**src/rtl/i2s_rx_if.sv**
```systemverilog
//------------------------------------------------------------------------------
// Module      : i2s_rx_if
// Description : Bundle of the external I2S lines and the received sample pair
//               presented to the system side of the I2S receiver.
// Revision    : 1.0 - initial release
//------------------------------------------------------------------------------
`default_nettype none

interface i2s_rx_if #(
    parameter int SAMPLE_WIDTH = 16
);
    logic                    i2s_bclk;
    logic                    i2s_lrck;
    logic                    i2s_sdata;
    logic [SAMPLE_WIDTH-1:0] left_sample;
    logic [SAMPLE_WIDTH-1:0] right_sample;
    logic                    sample_valid;
    logic                    frame_error;

    // Drives the serial lines and observes the received pair
    modport master (
        output i2s_bclk, i2s_lrck, i2s_sdata,
        input  left_sample, right_sample, sample_valid, frame_error
    );

    // The receiver: consumes the serial lines and produces the pair
    modport slave (
        input  i2s_bclk, i2s_lrck, i2s_sdata,
        output left_sample, right_sample, sample_valid, frame_error
    );
endinterface

`default_nettype wire

```
**src/rtl/i2s_rx.sv**
```systemverilog
//------------------------------------------------------------------------------
// Module      : i2s_rx
// Description : I2S (Philips format) slave receiver. Oversamples BCLK, LRCK and
//               SDATA in the clk domain, deserialises MSB-first words and emits
//               left/right pairs with a one-cycle valid strobe.
// Revision    : 1.0 - initial release
//------------------------------------------------------------------------------
`default_nettype none

module i2s_rx #(
    parameter int SAMPLE_WIDTH = 16,
    parameter int SYNC_STAGES  = 2
) (
    input  wire logic clk,
    input  wire logic reset_n,
    i2s_rx_if.slave   bus
);

    localparam int               CNT_W   = 6;
    localparam logic [CNT_W-1:0] CNT_MAX = '1;
    // A completed word is short when bit_cnt+1 < SAMPLE_WIDTH
    localparam logic [CNT_W-1:0] SHORT_LIM = CNT_W'(SAMPLE_WIDTH - 1);

    // Synchroniser chains; index SYNC_STAGES-1 is the synchronised output
    logic [SYNC_STAGES-1:0]  bclk_sync_q, bclk_sync_d;
    logic [SYNC_STAGES-1:0]  lrck_sync_q, lrck_sync_d;
    logic [SYNC_STAGES-1:0]  sdata_sync_q, sdata_sync_d;
    logic                    bclk_dly_q, bclk_dly_d;

    // Deserialiser state
    logic [CNT_W-1:0]        bit_cnt_q, bit_cnt_d;
    logic [SAMPLE_WIDTH-1:0] word_q, word_d;
    logic                    ws_dly_q, ws_dly_d;
    logic                    synced_q, synced_d;
    logic                    left_seen_q, left_seen_d;
    logic [SAMPLE_WIDTH-1:0] left_pending_q, left_pending_d;
    logic                    short_l_q, short_l_d;

    // Output registers
    logic [SAMPLE_WIDTH-1:0] left_sample_q, left_sample_d;
    logic [SAMPLE_WIDTH-1:0] right_sample_q, right_sample_d;
    logic                    sample_valid_q, sample_valid_d;
    logic                    frame_error_q, frame_error_d;

    logic                    bclk_s;
    logic                    ws;
    logic                    sd;
    logic                    bclk_rise;
    logic [SAMPLE_WIDTH-1:0] word_w;
    logic                    short_w;

    assign bclk_s    = bclk_sync_q[SYNC_STAGES-1];
    assign ws        = lrck_sync_q[SYNC_STAGES-1];
    assign sd        = sdata_sync_q[SYNC_STAGES-1];
    assign bclk_rise = bclk_s & ~bclk_dly_q;

    // Shift the raw pins into the synchronisers; bclk gets one extra delay flop
    always_comb begin
        bclk_sync_d  = {bclk_sync_q[SYNC_STAGES-2:0], bus.i2s_bclk};
        lrck_sync_d  = {lrck_sync_q[SYNC_STAGES-2:0], bus.i2s_lrck};
        sdata_sync_d = {sdata_sync_q[SYNC_STAGES-2:0], bus.i2s_sdata};
        bclk_dly_d   = bclk_s;
    end

    // Current word with this edge's bit inserted, and its short-word flag
    always_comb begin
        word_w = word_q;
        for (int i = 0; i < SAMPLE_WIDTH; i++) begin
            // Position MSB-first; counts past SAMPLE_WIDTH match no bit, so
            // long slots are truncated to their MSBs
            if (bit_cnt_q == CNT_W'(SAMPLE_WIDTH - 1 - i)) begin
                word_w[i] = sd;
            end
        end
        short_w = (bit_cnt_q < SHORT_LIM);
    end

    // Per-BCLK-edge deserialiser: accumulate bits, close words on an LRCK change
    always_comb begin
        bit_cnt_d      = bit_cnt_q;
        word_d         = word_q;
        ws_dly_d       = ws_dly_q;
        synced_d       = synced_q;
        left_seen_d    = left_seen_q;
        left_pending_d = left_pending_q;
        short_l_d      = short_l_q;
        left_sample_d  = left_sample_q;
        right_sample_d = right_sample_q;
        sample_valid_d = 1'b0;
        frame_error_d  = frame_error_q;

        if (bclk_rise) begin
            if (ws == ws_dly_q) begin
                word_d    = word_w;
                bit_cnt_d = (bit_cnt_q == CNT_MAX) ? bit_cnt_q : bit_cnt_q + CNT_W'(1);
            end else begin
                // One-BCLK delay: this bit is the LSB of the word just ending
                if (!ws_dly_q) begin
                    if (synced_q) begin
                        left_pending_d = word_w;
                        short_l_d      = short_w;
                        left_seen_d    = 1'b1;
                    end
                end else begin
                    if (synced_q && left_seen_q) begin
                        left_sample_d  = left_pending_q;
                        right_sample_d = word_w;
                        sample_valid_d = 1'b1;
                        frame_error_d  = short_l_q | short_w;
                        left_seen_d    = 1'b0;
                    end
                    // A right->left change marks a frame start we can trust
                    synced_d = 1'b1;
                end
                bit_cnt_d = '0;
                word_d    = '0;
                ws_dly_d  = ws;
            end
        end
    end

    // State register with asynchronous active-low reset
    always_ff @(posedge clk or negedge reset_n) begin
        if (!reset_n) begin
            bclk_sync_q    <= '0;
            lrck_sync_q    <= '0;
            sdata_sync_q   <= '0;
            bclk_dly_q     <= 1'b0;
            bit_cnt_q      <= '0;
            word_q         <= '0;
            ws_dly_q       <= 1'b0;
            synced_q       <= 1'b0;
            left_seen_q    <= 1'b0;
            left_pending_q <= '0;
            short_l_q      <= 1'b0;
            left_sample_q  <= '0;
            right_sample_q <= '0;
            sample_valid_q <= 1'b0;
            frame_error_q  <= 1'b0;
        end else begin
            bclk_sync_q    <= bclk_sync_d;
            lrck_sync_q    <= lrck_sync_d;
            sdata_sync_q   <= sdata_sync_d;
            bclk_dly_q     <= bclk_dly_d;
            bit_cnt_q      <= bit_cnt_d;
            word_q         <= word_d;
            ws_dly_q       <= ws_dly_d;
            synced_q       <= synced_d;
            left_seen_q    <= left_seen_d;
            left_pending_q <= left_pending_d;
            short_l_q      <= short_l_d;
            left_sample_q  <= left_sample_d;
            right_sample_q <= right_sample_d;
            sample_valid_q <= sample_valid_d;
            frame_error_q  <= frame_error_d;
        end
    end

    assign bus.left_sample  = left_sample_q;
    assign bus.right_sample = right_sample_q;
    assign bus.sample_valid = sample_valid_q;
    assign bus.frame_error  = frame_error_q;

endmodule

`default_nettype wire

```
**src/flat_wrapper.sv**
```systemverilog
// flat-port wrapper written by rule: the top's interface ports become plain ports
module i2s_rx_flat 
#(
    parameter int SAMPLE_WIDTH = 16,
    parameter int SYNC_STAGES  = 2
)
  (clk, reset_n, bus_i2s_bclk, bus_i2s_lrck, bus_i2s_sdata, bus_left_sample, bus_right_sample, bus_sample_valid, bus_frame_error);
  i2s_rx_if #(.SAMPLE_WIDTH(SAMPLE_WIDTH)) bus_i ();
  input  wire logic clk;
  input  wire logic reset_n;
  input wire logic [$bits(bus_i.i2s_bclk)-1:0] bus_i2s_bclk;
  input wire logic [$bits(bus_i.i2s_lrck)-1:0] bus_i2s_lrck;
  input wire logic [$bits(bus_i.i2s_sdata)-1:0] bus_i2s_sdata;
  output wire logic [$bits(bus_i.left_sample)-1:0] bus_left_sample;
  output wire logic [$bits(bus_i.right_sample)-1:0] bus_right_sample;
  output wire logic [$bits(bus_i.sample_valid)-1:0] bus_sample_valid;
  output wire logic [$bits(bus_i.frame_error)-1:0] bus_frame_error;
  assign bus_i.i2s_bclk = bus_i2s_bclk;
  assign bus_i.i2s_lrck = bus_i2s_lrck;
  assign bus_i.i2s_sdata = bus_i2s_sdata;
  assign bus_left_sample = bus_i.left_sample;
  assign bus_right_sample = bus_i.right_sample;
  assign bus_sample_valid = bus_i.sample_valid;
  assign bus_frame_error = bus_i.frame_error;
  i2s_rx #(.SAMPLE_WIDTH(SAMPLE_WIDTH), .SYNC_STAGES(SYNC_STAGES)) u_core (.clk(clk), .reset_n(reset_n), .bus(bus_i));
endmodule
```
**config.mk**
```make
export PLATFORM = sky130hd
export DESIGN_NAME = i2s_rx_flat
export DESIGN_NICKNAME = d
export VERILOG_FILES = /design/src/rtl/i2s_rx_if.sv /design/src/rtl/i2s_rx.sv /design/src/flat_wrapper.sv
export SDC_FILE = /design/constraint.sdc
export NUM_CORES = 1
export LEC_CHECK = 0
export ABC_AREA = 1
export CORE_UTILIZATION = 45
export DETAILED_ROUTE_END_ITERATION = 10
export PLACE_DENSITY = 0.66
export SLEW_MARGIN = 20
export SYNTH_ARGS = -nofsm -noshare
export SYNTH_HDL_FRONTEND = slang
export SYNTH_SLANG_ARGS = --single-unit
```
**constraint.sdc**
```tcl
create_clock -name clk -period 3.95 [get_ports clk]
set_input_delay 0.5925 -clock clk [delete_from_list [all_inputs] [get_ports clk]]
set_output_delay 0.5925 -clock clk [all_outputs]
set_load 0.005 [all_outputs]
```
Yosys cells after proc, flatten, opt, wreduce, memory -nomap -nowiden
Cells that the tools add are included.

Output and inout port bits: 34. Logic and storage cells: 76. Bits in registers: 83. Input port bits: 5.

Add/subtract/negate cells: 1. Eq/ne operators: 19. Magnitude comparators: 1. Reductions and logical operators: 9. Multiplexer cells: 26. Bitwise logic cells: 5.

Operators with widths (count): equality test 6 x 4 -> 1 bit (second input constant) (8); equality test 6 x 3 -> 1 bit (second input constant) (4); 2-to-1 mux 1 bit (23); 2-to-1 mux 16 bit (1); equality test 6 x 2 -> 1 bit (second input constant) (2); 2-to-1 mux 6 bit (2); AND reduction 4 bit (3); adder 6 x 1 -> 6 bit (second input constant) (1); equality test 6 x 1 -> 1 bit (second input constant) (1); equality test 6 bit (second input constant) (1); logical NOT 6 bit (1); < comparator 6 x 4 -> 1 bit (second input constant) (1); != test 2 bit (second input constant) (2); AND reduction 2 bit (2); inverter 1 bit (3); AND reduction 3 bit (1); nonzero test 2 bit (1); bitwise AND 1 bit (1); equality test 1 bit (1); logical AND 1 bit (1); bitwise OR 1 bit (1).

Depth between registers and ports, before layout
Word-level depth: 5. Mapped depth: 8. Depth with buffers taken out: 8.

Worst setup path after synthesis
OpenSTA, ideal clock, no wires.

Kind: register -> register. Start point: register u_core.ws_dly_q. End point: register u_core.right_sample_q[0], in the netlist u_core.bus.right_sample[0]. Buffers on the path: 1. Clock period less this slack: 1.599 ns. Arrival: 1.476 ns. Required time: 3.827 ns. Cell stages (with the launch flop): 8. Setup time: 0.123 ns. Path slack: 2.351 ns. Cells stage by stage: dfrtp_1 -> inv_1 -> ha_1 -> nor2_4 -> nand4_4 -> buf_2 -> nand2_1 -> o21ai_1.

Longest elaborated chain between the ends: 3.

Ends and longest elaborated chain: start: declaration (RTL line i2s_rx.sv:33) `logic ws_dly_q, ws_dly_d;`; start signal: assignment (RTL line i2s_rx.sv:147) `ws_dly_q <= ws_dly_d;`; equality test 1 bit (RTL line i2s_rx.sv:93) `if (ws == ws_dly_q) begin`; inverter 1 bit (no line); AND reduction 4 bit (no line) *; end signal: assignment (RTL line i2s_rx.sv:153) `right_sample_q <= right_sample_d;`; end: declaration (RTL line i2s_rx.sv:41) `logic [SAMPLE_WIDTH-1:0] right_sample_q, right_sample_d;`.

Every way passes the cells marked *; elsewhere a longest branch is shown, timed or not. A chain may end at the register's enable or synchronous reset.

Worst setup path after layout
Start point: register u_core.ws_dly_q. End point: register u_core.left_sample_q[5], in the netlist u_core.bus.left_sample[5].

Longest elaborated chain between the ends: 3.

Ends and longest elaborated chain: equality test 1 bit (RTL line i2s_rx.sv:93); inverter 1 bit (no line); AND reduction 4 bit (no line) *; end signal: assignment (RTL line i2s_rx.sv:152) `left_sample_q <= left_sample_d;`; end: declaration (RTL line i2s_rx.sv:40) `logic [SAMPLE_WIDTH-1:0] left_sample_q, left_sample_d;`.

Marks and branches as above.

==> impl_results.md <==
* Status: complete, no violations
* Post-CTS setup buffer count at 0
* EDFF count, synth at 0
* Skew-Pair Late Insertion Delay at 0.35 ns
* Period minus WS final at 2.164 ns
* Clock Root Buffer: clkbuf_8
* RSZ-0062 raised after global routing: no
* Critical Path RT at 4.21 ns
* Clock sinks at 83
* HP Class: in -> async
* Reg power frac at 47.8%
* #FFs+latches synth at 83
* Asr flop ratio synth at 100.0%
* Post-route ant nets at 0
* Routed WL per cell at 13.24 um
* 1st-iter DRT viols at 190
* Synth-to-layout area growth at 16.29%
* Syn Area/Cell at 9.301 um^2
* Share of layout cells above drive strength 1 at 9.700%
* Synth Net Count at 404
* Die area at 8509 um^2
* Main synth FF type: dfrtp_1
* Int Pwr at 1.474 mW
* First-pass GRT wire length at 12350 um
* Max VDD drop at 230.0 uV
* Setup TNS at 0 ns
* Antenna fix cells at 0
* MaxCap Viol Count at 0
* Fin nets at 439
* Seq/Total Area, Yosys at 56.67%
* Final Non-Filler Cells at 535
* Routed WL at 7085 um
* Power share of the clock group at 27.4%
* Hold_buf cts at 0
* Inserted Clock Buffers at 9
* Die H at 92.25 um
* Critical path arrival at 2.42 ns
* Syn. warnings at 0
* DR vias/cell at 4.994
* Core area at 7807 um^2
* Final Hold Vio Count at 0
* CTS tree: built
* Detailed placer's ending HPWL at 4708 um
* 1st-pass router iterations at 4
* Worst-path maximum fanout at 50
* Startpoint Class: flop
* Initial antenna violation count at 0
* H-tree depth at 3
* Ports at 39
* Global-route usage over all layers at 19.11%
* Combinational cell fraction of total power at 24.8%
* Post-cts sizing count at 0
* Cell area after synthesis at 3665 um^2
* Fin crit share at 54.78%
* Sw Ratio at 32.57%
* Worst setup path class: reg -> reg
* Leak pwr at 1.960 nW
* Cell Rows at 32
* Final setup vio count at 0
* Max-slew headroom at 51.54%
* Final Max Tran Viols at 0
* Setup crit end kind: flop
* Worst-path clk slew at 0.08 ns
* Placer congestion estimate at 0.8236
* Via count at 2672
* Port bufs at 38
* Max Fclk at 462.2 MHz
* Clock Path Buffers at 2
* Vias in the first global route at 2507
* Initial Util at 46.94%
* Die Wd at 92.25 um
* Cell count after synthesis at 394
* Worst-margin pin slew at 0.7268 ns
* Net Sw Power at 0.7121 mW
* Placed Cells at 520
* Unique masters post-synth at 29
* PD cells at 513.1 nW/um^2
* Congestion Overflow GR at 0
* Largest net degree at the start of global routing at 84
* Remaining DRCs at 0
* Layout Skew at 0.01161 ns
power by group through the flow:
stage          sequential (mW)  clock [mW]  combinational [mW]
6_report                  1.05       0.599               0.542
5_1_grt                   1.06       0.651               0.608
4_1_cts                   1.05       0.611               0.546
3_5_place_dp              1.06           0               0.542
3_3_place_gp              1.06           0               0.531
2_1_floorplan             1.05           0               0.372
worst paths after layout:
| path | start | to | slack [ns] | depth (start not counted) |
|---|---|---|---|---|
| worst max-delay path | u_core.ws_dly_q$_DFFE_PN0P_ | u_core.bus.left_sample[5]$_DFFE_PN0P_ | 1.79 | 5 |
| worst min-delay path | reset_n | u_core.synced_q$_DFFE_PN0P_ | 0.27 | 1 |
| worst max register to register | u_core.ws_dly_q$_DFFE_PN0P_ | u_core.bus.left_sample[5]$_DFFE_PN0P_ | 1.79 | 5 |
| worst min register to register | u_core.lrck_sync_q[0]$_DFF_PN0_ | u_core.lrck_sync_q[1]$_DFF_PN0_ | 0.35 | 0 |
| max in group asynchronous | reset_n | u_core.bus.left_sample[8]$_DFFE_PN0P_ | 3.18 | 1 |
| min in group clk | u_core.lrck_sync_q[0]$_DFF_PN0_ | u_core.lrck_sync_q[1]$_DFF_PN0_ | 0.35 | 0 |
sequential cells by signal, summed over array words and instances, names as in the netlist, 2 cells and up:
signal	flops
u_core.bus.right_sample	16
u_core.sdata_sync_q	2
u_core.bus.left_sample	16
u_core.left_pending_q	16
u_core.lrck_sync_q	2
u_core.word_q	16
u_core.bit_cnt_q	6
u_core.bclk_sync_q	2
logic make-up after synthesis:
logic type	synth area share, %
flip-flops	56.67
AO/OA/AOI/OAI	10.89
adder cells (fa/ha/maj)	1.707
AND/OR/NAND/NOR	22.47
buffers and inverters	8.262
worst max-delay path: stages (launching register included):
cell     delay [ns]
dfrtp_1        0.43
inv_1          0.10
ha_1           0.41
nor2_4         0.25
nand4_4        0.52
o21ai_1        0.33
area by class of cell:
type,count,area (um^2)
inverter,51,192.7
tap,102,127.6
timing repair buffer,38,381.6
multi-input combinational,246,1290
sequential,83,2077
clock inverter,4,51.30
clock buffer,11,141.4
fill,731,3546
synth_stat cells, types with 3 or more instances:
cell type,instances,share of area [%]
nand2_4,5,1.5
nand2_1,80,8.2
inv_2,6,0.61
buf_2,4,0.55
inv_1,44,4.5
buf_4,3,0.61
o21ai_0,26,3.6
o21ai_2,4,0.96
dfrtp_1,83,57
ha_1,5,1.7
nand3_1,64,8.7
nor2_1,5,0.51
o21ai_1,40,5.5
cells in the final DEF, fill, tap and decap left out:
cell type / n
a21o_2: 1
a21oi_1: 2
buf_6: 1
bufinv_16: 1
clkbuf_1: 1
clkbuf_8: 10
clkdlybuf4s50_1: 37
clkinv_2: 2
clkinv_4: 1
clkinvlp_4: 1
dfrtp_1: 83
ha_1: 5
inv_1: 44
inv_2: 6
nand2_1: 80
nand2_2: 2
nand2_4: 5
nand3_1: 64
nand4_1: 2
nand4_4: 1
nor2_1: 5
nor2_2: 1
nor2_4: 3
nor2_8: 2
o21ai_0: 26
o21ai_1: 40
o21ai_2: 4
o21bai_1: 2
or2_2: 1
routing by layer:
layer | routed length [um] | vias up | global-route usage (%) | share of wire [%]
li1 | - | 1346 | - | -
met1 | 3599 | 1246 | 28.14 | 51
met2 | 3060 | 69 | 26.68 | 43
met3 | 277 | 11 | 3.814 | 3.9
met4 | 148 | 0 | 9.635 | 2.1
met5 | 0 | - | 0 | 0
metrics by stage:
step	power [mW]	worst slack [ns]	area (um^2)	hold WS, ns	util (%)
final	2.187	1.786	4262	0.2718	54.58
after global routing	2.324	1.542	4262	0.3319	54.58
after CTS	2.205	1.741	4253	0.3535	54.47
after detailed placement	1.607	1.758	4060	0.3347	52.00
after global placement	1.590	1.870	4060	0.3324	52.00
after floorplan	1.422	2.351	3665	0.2969	-
Note: power is estimated with default switching activity, not from simulation.
==> patch, RTL diff (same settings) <==
Reset style: synchronous (`reset_n`), changed in one clocked block. Comments in the files are not updated.
--- a/src/rtl/i2s_rx.sv
+++ b/src/rtl/i2s_rx.sv
@@ -121,5 +121,5 @@
 
     // State register with asynchronous active-low reset
-    always_ff @(posedge clk or negedge reset_n) begin
+    always_ff @(posedge clk) begin
         if (!reset_n) begin
             bclk_sync_q    <= '0;
Formal check against the unedited RTL: differs if reset_n is asserted again (counterexample within 10 cycles, from zero or initial values and one cycle with reset_n low); with reset_n held inactive, the same outputs for 10 cycles.
==> patch against the unedited design <==
Final area rose by 0.70%. Non-clock buffer count grew 3. Sequential cell count stayed put. Via count up 19%. Routed wire length rose by 6.7%. Worst setup slack lost 0.30 ns. Clock skew fell by 0.0029 ns. Area after synthesis is 0.44% lower.
Power is not compared: it rests on default switching activity, and its combinational part moved more than twofold at a synthesized area within 25%.
==> patch: results <==
[status]
status = "finished clean"

[setup_path]
cpMaxStageDelayCell = "inv_2"
crit_fanout = 35
max_stage_delay_ns = 0.69
worstPathArrival_ns = 2.76

[clock_network]
postCtsSetupBuffers = 0
htree_levels = 3
cts-root-buf = "clkbuf_8"
clock_latency_ns = 0.35
path_clk_slew_ns = 0.09
postCtsResizedCells = 0
cts_made_buffers = 9
clock_path_buffers = 2

[route]
finalWirelength_um = 7560
dr.pass1.iters = 5
avgViaCountPerCell = 4.78
drt_first_iter_violations = 192

[finish]
final_cells = 668
drive_gt1_frac = 0.0495
n_antenna_cell = 0
num-fill-cells = 777
fin_nets = 572

[sta]
maxSlewHeadroom = 0.504
finClkSkew_ns = 0.00872

[power_and_ir_drop]
ir_drop_mv = 0.216
p_leak_uw = 0.00186
power_switching_share = 0.214

[global_route]
grt_pass1_vias = 2880
grt_max_degree = 47
antenna_found_initial = 0
grt_pass1_wl_um = 13200
grt_use_total = 0.196

[logic_synthesis]
ys_top_cells_by_area = "dfxtp_1 (46%), nand2_1 (14%), nor2_1 (8.8%), inv_1 (7.4%), nand3_1 (5.3%)"
yosys_warnings = 0
syn_area_per_cell_um2 = 6.82
synth.top_cell.area_share = 0.455
synthTopCellsByCount = "nand2_1 (132), nor2_1 (86), dfxtp_1 (83), inv_1 (72), nand3_1 (39)"
ys_seq_area_frac = 0.455
synthArstFlopShare = 0
ys_dominant_reg_cell = "dfxtp_1"
ys_types = 23
synthesis.nets = 545

[min_path]
hp-class = "flip-flop to flip-flop"

[placement]
dp_cells = 653
portBuffers = 38
place.gp.congestion = 0.779
hpwl_um = 4910
[patch: cell types whose count changed in the layout (fill, tap and decap cells not counted), moves of 36 or more]
cell     delta
nor2_1     +81
a21oi_1    +36
dfxtp_1    +83
o21ai_1    -37
nand2_1    +52
dfrtp_1    -83
[patch: final cells by class]
type / instances / area (um2) / share of cell area
repair buffers: 41 / 403 / 0.0939
clock buffers: 9 / 124 / 0.0289
clock inverters: 6 / 115 / 0.0268
multi-input cells: 352 / 1580 / 0.368
flip-flops and latches: 83 / 1660 / 0.387
well taps: 102 / 128 / 0.0297
inverters: 75 / 282 / 0.0656
[patch: final timing paths]
path / startpoint / end / slack, ns / cells after the start
max: u_core.ws_dly_q$_SDFFE_PN0P_ / u_core.bus.right_sample[3]$_SDFFE_PN0P_ / 1.49 / 7
min: u_core.sdata_sync_q[0]$_SDFF_PN0_ / u_core.sdata_sync_q[1]$_SDFF_PN0_ / 0.41 / 2
max reg2reg: u_core.ws_dly_q$_SDFFE_PN0P_ / u_core.bus.right_sample[3]$_SDFFE_PN0P_ / 1.49 / 7
min reg2reg: u_core.sdata_sync_q[0]$_SDFF_PN0_ / u_core.sdata_sync_q[1]$_SDFF_PN0_ / 0.41 / 2
[patch: power by group through the flow]
stage               sequential [uW]  combinational [uW]  clock, uW
floorplan                       862                35.5          0
global placement                862                49.2          0
detailed placement              862                49.6          0
CTS                             843                49.7        747
global route                    843                55.7        781
finish                          842                49.4        727
[patch: logic make-up (layout without fill, tap and decap cells)]
logic type                 count (synthesis)  in the layout  share of synthesized area
AOI/OAI and AO/OA                         66             66                     0.0909
and+or+nand+nor                          281            281                      0.325
buffers and inverters                    100            131                      0.112
adders and majority gates                  5              5                     0.0171
DFF                                       83             83                      0.455
[patch: per-layer routing]
layer,up-vias,track usage,part of all wire
li1,1708,-,-
met1,1414,0.261,0.51
met2,62,0.313,0.45
met3,9,0.0299,0.034
met4,0,0.0833,0.011
met5,-,0,0
[patch: critical path, delay by kind of cell, from the launching register on]
family / cells / cell delay (ns)
flops: 1 / 0.36
compound gates: 1 / 0.15
fa+ha+maj: 1 / 0.36
buf+inv: 2 / 0.77
simple gates: 3 / 0.75
[patch: through the flow]
stage	worst slack (ns)	area, um2
finish	1.49	4290
global route	1.14	4290
CTS	1.43	4290
detailed placement	1.45	4050
global placement	1.51	4050
floorplan	2.43	3650
